**config.mk**
```make
export PLATFORM = sky130hd
export DESIGN_NAME = uart_tx_engine
export DESIGN_NICKNAME = d
export VERILOG_FILES = /design/src/rtl/uart_tx_engine.sv
export SDC_FILE = /design/constraint.sdc
export NUM_CORES = 2
export LEC_CHECK = 0
export CORE_MARGIN = 1
export CORE_UTILIZATION = 40
export CTS_CLUSTER_DIAMETER = 60
export DETAILED_ROUTE_END_ITERATION = 7
export GPL_TIMING_DRIVEN = 0
export MAX_ROUTING_LAYER = met4
export PLACE_DENSITY = 0.57
export SLEW_MARGIN = 20
export SYNTH_ARGS = -nofsm -noshare
export SYNTH_HDL_FRONTEND = slang
export SYNTH_SLANG_ARGS = --single-unit
```
**constraint.sdc**
```tcl
create_clock -name clk_125 -period 3.8 [get_ports clk_125]
set_clock_uncertainty 0.15 [all_clocks]
set_input_delay 0.95 -clock clk_125 [delete_from_list [all_inputs] [get_ports clk_125]]
set_output_delay 0.95 -clock clk_125 [all_outputs]
set_load 0.03 [all_outputs]
```
**src/rtl/uart_tx_engine.sv**
```systemverilog
// rtl/uart_tx_engine.sv - 255-byte FIFO-fed UART transmitter, 8N1 or 8E1 with UART_TX_PARITY_EN
module uart_tx_engine (
  input  logic        clk_125,
  input  logic        rst_n_125,
  input  logic        tx_fifo_wr,
  input  logic [31:0] tx_fifo_wr_data,
  output logic [7:0]  tx_fifo_wr_num,
  input  logic        tx_en,
  input  logic [15:0] baud_div,
  output logic        uart_txd,
  output logic        tx_busy,
  output logic        tx_ovf
);

`ifdef UART_TX_PARITY_EN
  typedef enum logic [2:0] {S_IDLE, S_START, S_DATA, S_PARITY, S_STOP} state_t;
`else
  typedef enum logic [1:0] {S_IDLE, S_START, S_DATA, S_STOP} state_t;
`endif

  state_t      state_q, state_d;
  logic [7:0]  mem_q [256];
  logic [7:0]  wr_ptr_q, wr_ptr_d, rd_ptr_q, rd_ptr_d, count_q, count_d;
  logic [7:0]  shift_q, shift_d;
  logic [15:0] div_q, div_d, timer_q, timer_d;
  logic [2:0]  bit_q, bit_d;
  logic        txd_q, txd_d, ovf_q, ovf_d;
  logic        pop, wr_acc, bit_end;
  logic        unused_data;
`ifdef UART_TX_PARITY_EN
  logic        parity_q, parity_d;
`endif

  assign unused_data    = ^tx_fifo_wr_data[31:8];
  assign tx_fifo_wr_num = count_q;
  assign uart_txd       = txd_q;
  assign tx_busy        = (state_q != S_IDLE);
  assign tx_ovf         = ovf_q;

  always_comb begin
    pop      = (state_q == S_IDLE) && (count_q != 8'd0) && tx_en;
    // 256 slots with a 255 cap keep a simultaneous write and pop on distinct entries
    wr_acc   = tx_fifo_wr && ((count_q != 8'hFF) || pop);
    bit_end  = (timer_q == div_q - 16'd1);
    ovf_d    = tx_fifo_wr && !wr_acc;
    wr_ptr_d = wr_acc ? wr_ptr_q + 8'd1 : wr_ptr_q;
    rd_ptr_d = pop ? rd_ptr_q + 8'd1 : rd_ptr_q;
    count_d  = count_q + {7'd0, wr_acc} - {7'd0, pop};
    state_d  = state_q;
    shift_d  = shift_q;
    div_d    = div_q;
    timer_d  = timer_q + 16'd1;
    bit_d    = bit_q;
    txd_d    = txd_q;
`ifdef UART_TX_PARITY_EN
    parity_d = parity_q;
`endif
    case (state_q)
      S_IDLE: begin
        timer_d = 16'd0;
        txd_d   = 1'b1;
        if (pop) begin
          state_d  = S_START;
          shift_d  = mem_q[rd_ptr_q];
          div_d    = (baud_div < 16'd2) ? 16'd2 : baud_div;
          bit_d    = 3'd0;
          txd_d    = 1'b0;
`ifdef UART_TX_PARITY_EN
          parity_d = ^mem_q[rd_ptr_q];
`endif
        end
      end
      S_START: begin
        if (bit_end) begin
          state_d = S_DATA;
          timer_d = 16'd0;
          txd_d   = shift_q[0];
        end
      end
      S_DATA: begin
        if (bit_end) begin
          timer_d = 16'd0;
          if (bit_q == 3'd7) begin
`ifdef UART_TX_PARITY_EN
            state_d = S_PARITY;
            txd_d   = parity_q;
`else
            state_d = S_STOP;
            txd_d   = 1'b1;
`endif
          end else begin
            bit_d   = bit_q + 3'd1;
            shift_d = shift_q >> 1;
            txd_d   = shift_q[1];
          end
        end
      end
`ifdef UART_TX_PARITY_EN
      S_PARITY: begin
        if (bit_end) begin
          state_d = S_STOP;
          timer_d = 16'd0;
          txd_d   = 1'b1;
        end
      end
`endif
      S_STOP: begin
        if (bit_end) begin
          state_d = S_IDLE;
          timer_d = 16'd0;
        end
      end
      default: state_d = S_IDLE;
    endcase
  end

  always_ff @(posedge clk_125) begin
    if (wr_acc) mem_q[wr_ptr_q] <= tx_fifo_wr_data[7:0];
  end

  always_ff @(posedge clk_125 or negedge rst_n_125) begin
    if (!rst_n_125) begin
      state_q  <= S_IDLE;
      wr_ptr_q <= 8'd0;
      rd_ptr_q <= 8'd0;
      count_q  <= 8'd0;
      shift_q  <= 8'd0;
      div_q    <= 16'd2;
      timer_q  <= 16'd0;
      bit_q    <= 3'd0;
      txd_q    <= 1'b1;
      ovf_q    <= 1'b0;
`ifdef UART_TX_PARITY_EN
      parity_q <= 1'b0;
`endif
    end else begin
      state_q  <= state_d;
      wr_ptr_q <= wr_ptr_d;
      rd_ptr_q <= rd_ptr_d;
      count_q  <= count_d;
      shift_q  <= shift_d;
      div_q    <= div_d;
      timer_q  <= timer_d;
      bit_q    <= bit_d;
      txd_q    <= txd_d;
      ovf_q    <= ovf_d;
`ifdef UART_TX_PARITY_EN
      parity_q <= parity_d;
`endif
    end
  end

endmodule

```
# [Word-level counts from Yosys, hierarchy flattened]
# Memory sizes are Yosys's and may differ from the RTL's.
# Index checks and enable logic that the tools add are counted.
[op_classes] n_addsub=7 n_mul=0 n_div=0 n_lt_le_gt_ge=1 eq_ne=12 shifts=0 n_mux=24 n_bitwise=0 reduce_logical=16
[ops] operator="$mux W16" count=2
[ops] operator="$pmux W16 S2" count=1
[ops] operator="$mux W8" count=3
[ops] operator="$add A16 B1 Y16 const B" count=1
[ops] operator="$add A8 B1 Y8 const B" count=2
[ops] operator="$eq A16 B16 Y1" count=1
[ops] operator="$lt A16 B2 Y1 const B" count=1
[ops] operator="$pmux W8 S2" count=1
[ops] operator="$sub A16 B1 Y16 const B" count=1
[ops] operator="$ne A2 B2 Y1 const B" count=6
[ops] operator="$mux W2" count=5
[ops] operator="$mux W3" count=3
[ops] operator="$add A8 B1 Y8" count=1
[ops] operator="$ne A8 B8 Y1 const B" count=1
[ops] operator="$pmux W2 S4" count=1
[ops] operator="$reduce_bool A8 Y1" count=1
[ops] operator="$sub A8 B1 Y8" count=1
[ops] operator="$mux W1" count=6
[ops] operator="$pmux W3 S2" count=1
[ops] operator="$reduce_and A5 Y1" count=1
[ops] operator="$eq A2 B2 Y1 const B" count=2
[ops] operator="$logic_and A1 B1 Y1" count=4
[ops] operator="$reduce_and A4 Y1" count=1
[ops] operator="$reduce_bool A2 Y1" count=2
[ops] operator="11 further kinds" count=11
[totals] reg_bits=71 latch_bits=0 ram_bits=2048 mem_bits_ro=0 inputBits=52 output_inout_bits=11 elab_cells=71 n_memories=1
[mem_list] memory="mem_q" words=256 word_bits=8 read_ports=1 rd_clocked_by_memory_dff=0 wr=1 line_no="22" rtl="logic [7:0] mem_q [256];"

# [Depth between registers and ports, before layout]
[depth] word_depth=7 depth_mapped=19 mapped_depth_nobuf=18

# [Worst setup path after synthesis]
# No wires, ideal clock.
[synth_timing] path_type="register to register" from="register count_q[4] (netlist: tx_fifo_wr_num[4])" to="register count_q[7] (netlist: tx_fifo_wr_num[7])" setup_ns=0.079 arrival_time_ns=3.557 required_ns=3.571 path_slack_ns=0.014 stages_incl_launch_ff=20 path_buffers=1 period_less_slack_ns=3.786 cell_sequence="dfrtp_1 inv_1 ha_1 nand2_1 o311ai_1 inv_1 or3_1 and2_1 clkbuf_1 inv_1 ha_1 inv_1 ha_1 a21o_1 a21oi_1 o21bai_1 a21oi_1 o21bai_1 a21oi_1 xor2_1"
[synth_via] elab_chain_len=7 word_cells_on_any_way=8 cone_classes="2 x add/sub; 1 x eq/ne; 5 x reduce/logical"
[synth_lines] item="start, declared" line_no="23" rtl="logic [7:0] wr_ptr_q, wr_ptr_d, rd_ptr_q, rd_ptr_d, count_q, count_d;"
[synth_lines] item="start signal, assigned" line_no="140" rtl="count_q <= count_d;"
[synth_lines] item="$reduce_bool A8 Y1" line_no="41" rtl="pop = (state_q == S_IDLE) && (count_q != 8'd0) && tx_en;"
[synth_lines] item="$logic_and A1 B1 Y1 (2 in series)" line_no="41"
[synth_lines] item="$logic_or A1 B1 Y1" line_no="43" rtl="wr_acc = tx_fifo_wr && ((count_q != 8'hFF) || pop);"
[synth_lines] item="$logic_and A1 B1 Y1" line_no="43"
[synth_lines] item="$add A8 B1 Y8" line_no="48" rtl="count_d = count_q + {7'd0, wr_acc} - {7'd0, pop};"
[synth_lines] item="$sub A8 B1 Y8 (*)" line_no="48"
[synth_lines] item="via count_d[7]" line_no="23"
# Mark *: on every way through the listed nets, which the timed path passes. The rest lies on a longest branch.
# A chain may end at the register's enable or synchronous reset.

# [Worst setup path after layout]
[layout_timing] from="register rd_ptr_q[0]" to="register shift_q[5]"
[layout_via] elab_chain_len=3
[layout_lines] item="start, declared" line_no="23"
[layout_lines] item="start signal, assigned" line_no="139" rtl="rd_ptr_q <= rd_ptr_d;"
[layout_lines] item="$mem_v2 Z256 W8"
[layout_lines] item="$mux W8" line_no="62" rtl="if (pop) begin"
[layout_lines] item="$pmux W8 S2" line_no="58" rtl="case (state_q)"
[layout_lines] item="end signal, assigned" line_no="141" rtl="shift_q <= shift_d;"
[layout_lines] item="end, declared" line_no="24" rtl="logic [7:0] shift_q, shift_d;"
# No other way between the ends. The select of a mux whose other input is x is not followed.

==> run summary <==
Initial Util -> 0.404
ys flop type -> edfxtp_1
slowest stage delay, CP -> 640 ps
antenna violation net count after detailed routing -> 0
setup_tns -> -2020 ps
# IOs -> 63
vias in the first global route -> 45100
Slowest cell on crit path -> nor4_1
Synth Area in Simple Gates -> 0.0362
mux contribution to synthesized area -> 0.148
Synth Net Count -> 4299
routed len/inst -> 39.3 um
Worst EP arrival -> 4570 ps
dpl hpwl -> 197000 um
H-tree depth -> 4
Min Clock Period, post-route -> 3990 ps
Final Wtd Congestion -> 1.02
Compound-Gate Fraction of Synth Area -> 0.0330
Bufs on Longest Clock Path -> 3
WP data required -> 4390 ps
nature of the critical path endpoint -> flop
Comb power frac -> 0.364
clk_lat worst skew -> 880 ps
top cells by count, synth -> edfxtp_1, mux4_2, nor2_1
setup violators final -> 36
Vias/cell -> 6.25
Max Fanout on Critical Path -> 10
CTS tree -> done
reg2reg setup slack -> -190 ps
number of synthesized register bits -> 2119
Final period util -> 1.05
Port Buf Inserts -> 38
number of flops mapped to enable cells by yosys -> 2048
final hold vios -> 0
P_sw -> 0.0271 W
Post-Syn Area -> 83800 um^2
Chip Width -> 460 um
die area -> 211000 um^2
status -> finished with violations
leakage power -> 31.4 nW
register area share after synthesis -> 0.755
worst slew pin tran -> 1210 ps
Hold Startpoint -> tx_fifo_wr_data[4]
Via Count -> 47300
Max Slew Vio Count -> 0
Starting DRT DRC Count -> 7977
Synth area leaders -> edfxtp_1, mux4_2, mux2i_1
Cell Rows -> 167
syn_area_per_cell -> 19.9 um^2
Num CTS Buffers -> 216
Area Growth Syn to Fin -> 18.5%
Yosys top cell by area -> edfxtp_1
relative slew slack -> 0.191
share of post-route cells with drive strength above 1 -> 0.287
largest net degree at the start of global routing -> 139
total clock sinks -> 2119
Final nets -> 4677
Synth Instances -> 4218
die extent in y -> 460 um
largest family of logic cells by synthesized area -> multiplexers
worst r2r path cells -> 11
failing checks -> setup timing
xor/xnor share of the synthesized area -> 0.00491
dpl ws -> -2360 ps
Max Cap Violations -> 0
crit-path cells -> buf_12 > buf_12 > buf_16 > buf_12 > mux4_2 > nor4_1 > nor2_1 > nand3_1 > nor3_4 > a32oi_4 > mux2i_1
post-synthesis adder-cell area fraction -> 0.00442
HP Class -> input pin to flop
Peak Freq -> 251 MHz
setup ws final -> -189 ps
Flop pwr share -> 0.353
Clock Pin Slew Worst Setup and Hold Paths -> 60 ps
most frequent cell after synthesis -> edfxtp_1
Hold Path End -> mem_q[248][4]
GRT overflow -> 0
core box area -> 208000 um^2
Cell Int Power -> 0.0478 W
Placed Instances -> 7074
global-route wire length before repair -> 397000 um
Async S/R FF share, synth -> 0.0335
Most common cell on crit path -> buf_12
Remaining DRCs -> 0
start of the worst register-to-register path -> rd_ptr_q[0]
r2r endpoint -> shift_q[5]
Yosys cell types -> 76
initial antenna violation count -> 14
final wirelength -> 298000 um
Sw Share -> 0.361
Root Driver -> clkbuf_16
Setup Crit Path Kind -> flop to flop
clock power share -> 0.283
Cell Count, Final, Fillers Out -> 7577
drt first pass iters -> 8
worst vdd ir -> 0.557 mV
share of Yosys cell area claimed by the top area cell type -> 0.734
gr usage total -> 0.289
synth warn -> 0
RSZ-0062 raised after global routing -> true
critical path startpoint category -> flop
hold depth -> 1
Pwr per Cell Area -> 753 nW/um^2
[critical path: cells and delay by family, from the launching register on]
family                 cells  cell delay, ps
flip-flops                 1             570
AND/OR/NAND/NOR            4            1010
AO/OA/AOI/OAI              1             320
buffers and inverters      4             980
multiplexers               2             730
[through the flow]
stage | utilization | total power, W | area, um^2 | hold WS [ps]
floorplan | - | 0.0389 | 83800 | 299
global placement | 0.422 | 0.0502 | 87700 | 327
detailed placement | 0.427 | 0.0502 | 88600 | 331
CTS | 0.474 | 0.0730 | 98400 | 123
global route | 0.478 | 0.0758 | 99400 | 148
finish | 0.478 | 0.0749 | 99400 | 155
[final cells by class]
class | count | area [um^2]
fillers | 17200 | 108000
plain buffers | 244 | 2700
inverters | 29 | 115
multi-input cells | 1820 | 20800
clock buffers | 263 | 5650
flip-flops and latches | 2119 | 63300
clock inverters | 136 | 1300
repair buffers | 166 | 2000
well taps | 2788 | 3490
diodes | 12 | 30.0
[state kept, by name, summed over array words and instances (netlist names)]
| name | count |
|---|---|
| shift_q | 8 |
| bit_q | 3 |
| tx_ovf | 1 |
| uart_txd | 1 |
| rd_ptr_q | 8 |
| div_q | 16 |
| state_q | 2 |
| tx_fifo_wr_num | 8 |
| wr_ptr_q | 8 |
| mem_q | 2048 |
| timer_q | 16 |
[routing by layer]
| layer | part of all wire | track usage | vias up |
|---|---|---|---|
| met3 | 0.12 | 0.0845 | 703 |
| li1 | - | - | 18200 |
| met1 | 0.38 | 0.378 | 25200 |
| met5 | 0 | - | - |
| met2 | 0.45 | 0.415 | 3194 |
| met4 | 0.052 | 0.134 | 0 |
[logic make-up after synthesis]
kind of cell | Yosys count
flip-flops | 2119
AND/OR/NAND/NOR | 678
XOR/XNOR | 47
multiplexers | 670
adder cells (fa/ha/maj) | 29
buffers and inverters | 279
AO/OA/AOI/OAI | 396
[layout by cell type, fill, tap and decap left out, types with 59 or more instances in the layout]
master and count:
mux4_2 435, clkbuf_16 221, nand2_1 139, edfxtp_1 2048
clkbuf_1 85, a21oi_1 84, nor2_1 142, mux2i_1 213
buf_4 108, clkinv_1 59, dfrtp_1 67, nor2_4 127
o221ai_1 60
[power groups by stage]
| stage | clock network (W) | logic, W | registers, W |
|---|---|---|---|
| floorplan | 0 | 0.0120 | 0.0269 |
| global placement | 0 | 0.0230 | 0.0272 |
| detailed placement | 0 | 0.0233 | 0.0269 |
| CTS | 0.0212 | 0.0253 | 0.0264 |
| global route | 0.0221 | 0.0272 | 0.0265 |
| finish | 0.0211 | 0.0273 | 0.0264 |
[how the worst max path moves through the flow]
stage | cells after the start | end | startpoint
after global placement | 1 | mem_q[44][1] | tx_fifo_wr_data[1]
final | 11 | shift_q[5] | rd_ptr_q[0]
after floorplan | 19 | tx_fifo_wr_num[7] | tx_fifo_wr_num[4]
after global routing | 9 | mem_q[236][7] | state_q[0]
after detailed placement | 9 | mem_q[179][6] | tx_en
after CTS | 11 | shift_q[5] | rd_ptr_q[0]
[what timing repair did]
item	CTS	global route
hold endpoints to repair	21	0
cloned	0	2
buffers inserted	34	60
setup endpoints to repair	2066	188
resized for setup	670	114
hold buffers	1	0
pin swaps	26	22
Power figures use the tool's default switching activity.
